[config.mk]
export PLATFORM = sky130hd
export DESIGN_NAME = msrv32_pc_ctrl
export DESIGN_NICKNAME = d
export VERILOG_FILES = /design/src/rtl/msrv32_pkg.sv /design/src/rtl/msrv32_pc_mux.sv /design/src/rtl/msrv32_pc_ctrl.sv
export SDC_FILE = /design/constraint.sdc
export NUM_CORES = 1
export LEC_CHECK = 0
export BUFFER_PORTS_ARGS = -buffer_cell sky130_fd_sc_hd__buf_2
export CAP_MARGIN = 30
export CORE_MARGIN = 2
export CORE_UTILIZATION = 45
export CTS_CLUSTER_DIAMETER = 200
export CTS_CLUSTER_SIZE = 16
export DETAILED_ROUTE_END_ITERATION = 8
export GPL_TIMING_DRIVEN = 1
export HOLD_SLACK_MARGIN = 0.03
export PLACE_DENSITY_LB_ADDON = 0.05
export RECOVER_POWER = 50
export SETUP_SLACK_MARGIN = 0.02
export SYNTH_ARGS = -nofsm -noshare
export SYNTH_HDL_FRONTEND = slang
export SYNTH_HIERARCHICAL = 1
export SYNTH_SLANG_ARGS = --single-unit
[constraint.sdc]
create_clock -name ms_riscv32_mp_clk_in -period 4.5 [get_ports ms_riscv32_mp_clk_in]
set_clock_uncertainty 0.15 [all_clocks]
set_input_delay 0.9 -clock ms_riscv32_mp_clk_in [delete_from_list [all_inputs] [get_ports ms_riscv32_mp_clk_in]]
set_output_delay 0.9 -clock ms_riscv32_mp_clk_in [all_outputs]
set_load 0.01 [all_outputs]
[src/rtl/msrv32_pkg.sv]
// Shared encodings and constants for the msrv32 program-counter sequencer.
// Redirect-source codes are ordered so a numeric compare gives redirect priority.
package msrv32_pkg;

  typedef enum logic [1:0] {
    RESET_S = 2'd0,
    BOOT_S  = 2'd1,
    RUN_S   = 2'd2,
    HOLD_S  = 2'd3
  } pc_state_e;

  typedef enum logic [1:0] {
    SRC_NONE = 2'd0,
    SRC_BR   = 2'd1,
    SRC_MRET = 2'd2,
    SRC_TRAP = 2'd3
  } redir_src_e;

  localparam logic [31:0] WORD_INC = 32'd4;

  // A 32-bit instruction address must have both low bits clear.
  function automatic logic word_misaligned(input logic [31:0] addr);
    return addr[1];
  endfunction

endpackage

[src/rtl/msrv32_pc_mux.sv]
// Next-PC priority select (trap > mret > branch > sequential) with the
// alignment check applied only to branch targets.
module msrv32_pc_mux
  import msrv32_pkg::*;
#(
  parameter int XLEN = 32
) (
  input  logic [XLEN-1:0] pc_plus_4,
  input  logic            branch_taken,
  input  logic [XLEN-1:0] branch_target,
  input  logic            trap_taken,
  input  logic [XLEN-1:0] trap_vector,
  input  logic            mret,
  input  logic [XLEN-1:0] epc,
  output logic [XLEN-1:0] next_pc,
  output logic [1:0]      sel_src,
  output logic            misaligned
);

  // Priority select of the next PC and its source code.
  always_comb begin
    next_pc    = pc_plus_4;
    sel_src    = SRC_NONE;
    misaligned = 1'b0;
    if (trap_taken) begin
      next_pc = trap_vector;
      sel_src = SRC_TRAP;
    end else if (mret) begin
      next_pc = epc;
      sel_src = SRC_MRET;
    end else if (branch_taken) begin
      next_pc    = branch_target & 32'hFFFF_FFFE;
      sel_src    = SRC_BR;
      misaligned = word_misaligned(branch_target & 32'hFFFF_FFFE);
    end else begin
      next_pc = pc_plus_4;
    end
  end

endmodule

[src/rtl/msrv32_pc_ctrl.sv]
// msrv32 program-counter sequencer: PC register, fetch handshake FSM and the
// pending-redirect latch that holds branch/trap/mret requests across stalls.
module msrv32_pc_ctrl
  import msrv32_pkg::*;
#(
  parameter int              XLEN      = 32,
  parameter logic [XLEN-1:0] BOOT_ADDR = 32'h0000_0000
) (
  input  logic            ms_riscv32_mp_clk_in,
  input  logic            ms_riscv32_mp_rst_in,
  input  logic            branch_taken_in,
  input  logic [XLEN-1:0] branch_target_in,
  input  logic            trap_taken_in,
  input  logic [XLEN-1:0] trap_vector_in,
  input  logic            mret_in,
  input  logic [XLEN-1:0] epc_in,
  input  logic            stall_in,
  input  logic            instr_ack_in,
  output logic            instr_req_out,
  output logic [XLEN-1:0] i_addr_out,
  output logic [XLEN-1:0] pc_out,
  output logic [XLEN-1:0] pc_plus_4_out,
  output logic [XLEN-1:0] pc_mux_out,
  output logic            misaligned_instr_out,
  output logic            fetch_valid_out
);

  pc_state_e       state_r;
  logic [XLEN-1:0] pc_r;
  logic            req_r;
  logic            misaligned_r;
  logic            fetch_valid_r;
  logic            pending_vld_r;
  logic [XLEN-1:0] pending_tgt_r;
  logic [1:0]      pending_src_r;

  logic [XLEN-1:0] pc_plus_4_s;
  logic [XLEN-1:0] next_pc_s;
  logic [1:0]      sel_src_s;
  logic            misaligned_s;
  logic            redirect_s;
  logic            take_new_s;

  assign pc_plus_4_s = pc_r + WORD_INC;
  assign redirect_s  = (sel_src_s != SRC_NONE);
  // Misaligned branches are never latched; equal priority replaces the older request.
  assign take_new_s  = redirect_s & ~misaligned_s &
                       (~pending_vld_r | (sel_src_s >= pending_src_r));

  msrv32_pc_mux #(.XLEN(XLEN)) u_pc_mux (
    .pc_plus_4     (pc_plus_4_s),
    .branch_taken  (branch_taken_in),
    .branch_target (branch_target_in),
    .trap_taken    (trap_taken_in),
    .trap_vector   (trap_vector_in),
    .mret          (mret_in),
    .epc           (epc_in),
    .next_pc       (next_pc_s),
    .sel_src       (sel_src_s),
    .misaligned    (misaligned_s)
  );

  // Sequencer FSM, PC register, registered handshake outputs and pending latch.
  always_ff @(posedge ms_riscv32_mp_clk_in or negedge ms_riscv32_mp_rst_in) begin
    if (!ms_riscv32_mp_rst_in) begin
      state_r       <= RESET_S;
      pc_r          <= BOOT_ADDR;
      req_r         <= 1'b0;
      misaligned_r  <= 1'b0;
      fetch_valid_r <= 1'b0;
      pending_vld_r <= 1'b0;
      pending_tgt_r <= 32'h0000_0000;
      pending_src_r <= SRC_NONE;
    end else begin
      case (state_r)
        RESET_S: begin
          state_r       <= BOOT_S;
          req_r         <= 1'b1;
          misaligned_r  <= 1'b0;
          fetch_valid_r <= 1'b0;
        end
        BOOT_S: begin
          misaligned_r  <= 1'b0;
          fetch_valid_r <= instr_ack_in;
          if (instr_ack_in) begin
            state_r <= RUN_S;
            pc_r    <= BOOT_ADDR + WORD_INC;
          end else begin
            state_r <= BOOT_S;
          end
        end
        RUN_S: begin
          misaligned_r  <= 1'b0;
          fetch_valid_r <= 1'b0;
          if (stall_in) begin
            state_r <= HOLD_S;
            req_r   <= 1'b0;
            if (take_new_s) begin
              pending_vld_r <= 1'b1;
              pending_tgt_r <= next_pc_s;
              pending_src_r <= sel_src_s;
            end
          end else if (redirect_s) begin
            if (misaligned_s) begin
              misaligned_r <= 1'b1;
            end else begin
              pc_r <= next_pc_s;
            end
          end else if (instr_ack_in) begin
            pc_r          <= next_pc_s;
            fetch_valid_r <= 1'b1;
          end else begin
            pc_r <= pc_r;
          end
        end
        HOLD_S: begin
          misaligned_r  <= 1'b0;
          fetch_valid_r <= 1'b0;
          if (stall_in) begin
            if (take_new_s) begin
              pending_vld_r <= 1'b1;
              pending_tgt_r <= next_pc_s;
              pending_src_r <= sel_src_s;
            end
          end else begin
            state_r       <= RUN_S;
            req_r         <= 1'b1;
            pending_vld_r <= 1'b0;
            pending_src_r <= SRC_NONE;
            if (take_new_s) begin
              pc_r <= next_pc_s;
            end else if (pending_vld_r) begin
              pc_r <= pending_tgt_r;
            end else begin
              pc_r <= pc_r;
            end
          end
        end
        default: begin
          state_r       <= RESET_S;
          pc_r          <= BOOT_ADDR;
          req_r         <= 1'b0;
          misaligned_r  <= 1'b0;
          fetch_valid_r <= 1'b0;
          pending_vld_r <= 1'b0;
        end
      endcase
    end
  end

  assign instr_req_out        = req_r;
  assign pc_out               = pc_r;
  assign i_addr_out           = pc_r;
  assign pc_plus_4_out        = pc_plus_4_s;
  assign pc_mux_out           = next_pc_s;
  assign misaligned_instr_out = misaligned_r;
  assign fetch_valid_out      = fetch_valid_r;

endmodule

==> key figures <==
CTS
  – Setup bufs post-CTS: 0
  – CTS Hold Bufs: 0
  – CTS tree: built
  – Clock sinks: 72
  – Clock-pin slew on the worst setup and hold paths: 0.05 ns
  – Max clock buf depth: 2
  – Cts bufs inserted: 9
  – CTS Root Cell: clkbuf_16
  – Clock Latency Late Sink: between 0.3 and 0.4 ns
  – H-tree depth: 3
  – Post-CTS sizing: 0

Die
  – Core box area: 11300 um^2
  – Die Y: 111 um
  – # IOs: between 200 and 250
  – # rows: 39
  – Die width: ~110 um
  – Die Area: ~12000 um^2
  – Starting Density: between 40 and 50%

STA
  – Post-route minimum period: 4.04 ns
  – Final-report hold violation count: 0
  – Fmax: ~250 MHz
  – Setup TNS: 0 ns
  – RSZ-0062 raised after global routing: no
  – Worst slew margin: -20.2%
  – Worst Tran Pin Value: between 1.5 and 2 ns
  – Final setup viols: 0
  – Slew Limit Fails: 73
  – Final period util: 89.7%

Layout
  – Non-filler cells in the finished layout: 855
  – Final net count: ~800
  – Area grow syn2layout: 22.3%
  – Layout cells sized above 1: a little over a third
  – Antenna Cells: 0
  – Final core occ: approximately 56%

Placed design
  – Placer congestion estimate: 0.809
  – HPWL after DPL: 9910 um
  – IO buf count: 232
  – Inst Count DP: ~840

Logic synthesis
  – Yosys cell types: 45
  – Post-synth EDFFs: 0
  – Synthesized area: 5200 um^2
  – Synth top area cells: dfrtp_1, mux2i_1, a211oi_2
  – Post-synth ARST share: between 90% and 100%
  – Avg Cell Area, Syn: 10.1 um^2
  – Share of the synthesized area in the top cell type: 34.7%
  – Sequential area share after synthesis: 34.7%
  – Top cell type by total area after synthesis: dfrtp_1
  – Most used flip-flop cell after synthesis: dfrtp_1
  – Cells after synthesis: about 520
  – Most frequent cell after synthesis: dfrtp_1
  – Synth Register Bits: 72
  – Yosys warns: 6
  – Commonest cells post-synth: dfrtp_1, mux2i_1, nand2_1
  – Syn_nets: approximately 620

Route
  – Pre-Repair DR Iteration Count: 4
  – Routed WL: 14100 um
  – Routed len/inst: 16.5 um
  – Drt initial violations: 155
  – Via/cell ratio: around 5.3
  – Via count: 4514
  – DRC: 0
  – Final ANT Viol Nets: 0

Critical path
  – CP peak stage delay: just over 0.6 ns
  – CP Class: reg2out
  – Cells along the critical path: and4_1, nand4_1, nor4_2, nand3_1, xnor2_1, mux2i_1, a211oi_2, buf_2
  – CP Capture Type: output port
  – CP max FO: 7
  – Slowest cell on crit path: nor4_2
  – Required @ worst endpoint: 3.45 ns
  – Critical Path AT: 2.99 ns
  – CP Launch Type: flop
  – Largest delay share family, worst path: simple AND/OR/NAND/NOR gates
  – Crit path buffers/inverters: 1

Power
  – VDD IR max: 0.164 mV
  – P per Cell Area: 396 nW/um^2
  – Leakage: 2.97 nW

Status
  – Violated checks: max-capacitance violations, max-slew violations
  – Outcome: finished, violations left

Global route
  – Largest net degree at the start of global routing: 73
  – Global Route Usage Sum: 22.3%
  – Grt total ovfl: 0
  – Vias in the first global route: ~4400
  – Antenna violations before repair: 0
  – First-pass GRT wire length: between 20000 and 25000 um

Hold path
  – HP Class: reg2reg

Flow run
  – Max-cap violation count: 1
[per-layer routing]
metal / up-vias / global-route usage [%] / share of wire (%)
met3: 7 / 4.14 / 5.2
met2: 140 / 38.3 / 48
met4: 0 / 5.35 / 0.89
met5: - / 0 / 0
li1: 2176 / - / -
met1: 2191 / 29.4 / 45
[where the power goes]
part / leakage [nW] / internal, mW / switching [mW]
logic: 1.98 / 0.401 / 0.479
clock network: 0.145 / 0.415 / 0.263
registers: 0.843 / 0.801 / 0.159
[logic make-up (layout without fill, tap and decap cells)]
group,Yosys count,in the layout,share of synthesized area [%]
muxes,95,95,19.1
adders and majority gates,3,3,0.722
DFF,72,72,34.7
xor gates and xnor gates,28,28,4.72
buffers and inverters,72,267,9.82
and+or+nand+nor,166,166,18.1
AOI/OAI and AO/OA,81,81,12.9
[flip-flops by register name, indices dropped and copies added, names as in the netlist]
| signal | flops |
|---|---|
| i_addr_out | 32 |
| pending_tgt_r | 32 |
| pending_src_r | 2 |
| misaligned_instr_out | 1 |
| fetch_valid_out | 1 |
| instr_req_out | 1 |
| state_r | 2 |
| pending_vld_r | 1 |
[through the flow]
stage / hold WS, ns / setup WS [ns] / power, mW / instance area (um^2)
detailed placement: 0.334 / 0.817 / 1.89 / 6150
CTS: 0.346 / 0.467 / 2.57 / 6430
global route: 0.362 / 0.317 / 2.67 / 6360
global placement: 0.317 / 0.872 / 1.86 / 6150
floorplan: 0.307 / 1.30 / 1.59 / 5200
finish: 0.340 / 0.461 / 2.52 / 6360
[layout by cell type (no fill, tap or decap), types with 2 or more instances in the layout]
cell / synthesis / final
buf_2: 10 / 167
dfrtp_1: 72 / 72
clkbuf_1: 4 / 65
mux2i_1: 62 / 62
nand2_1: 54 / 54
nor3b_1: 31 / 31
nor2b_1: 31 / 31
o21ai_1: 30 / 30
a211oi_2: 30 / 30
mux2_2: 29 / 29
xnor2_1: 20 / 20
nand3_1: 12 / 12
nor2_1: 10 / 10
buf_4: 43 / 10
clkbuf_16: 0 / 9
xor2_1: 8 / 8
inv_1: 7 / 7
o21ai_0: 7 / 7
nand4_1: 6 / 6
a21oi_1: 5 / 5
and3_1: 4 / 4
mux2_1: 4 / 4
and4_1: 3 / 3
nor3_1: 3 / 3
nand2b_1: 3 / 3
ha_1: 3 / 3
clkinv_2: 0 / 3
clkbuf_8: 0 / 3
and2_1: 2 / 2
a21o_1: 2 / 2
[worst paths after layout]
kind                                              start                            end  slack [ns]  cells after the start
max in group asynchronous          ms_riscv32_mp_rst_in  pending_tgt_r[30]$_DFFE_PN0P_        2.11                      2
setup / recovery              i_addr_out[8]$_DFFE_PN0P_                 pc_mux_out[26]        0.46                      8
hold reg to reg            pending_tgt_r[7]$_DFFE_PN0P_   pending_tgt_r[7]$_DFFE_PN0P_        0.34                      1
setup reg to reg              i_addr_out[8]$_DFFE_PN0P_     i_addr_out[28]$_DFFE_PN0P_        1.56                      9
min in group asynchronous          ms_riscv32_mp_rst_in      i_addr_out[7]$_DFFE_PN0P_        0.98                      2
hold / removal             pending_tgt_r[7]$_DFFE_PN0P_   pending_tgt_r[7]$_DFFE_PN0P_        0.34                      1
[cell type report]
cell class	instances	area, um^2
fillers	1091	4960
multi-input cells	373	2900
flip-flops and latches	72	1800
repair buffers	243	1160
clock buffers	13	270
well taps	143	179
inverters	8	30.0
clock inverters	3	15.0
(Power assumes the default switching activity.)
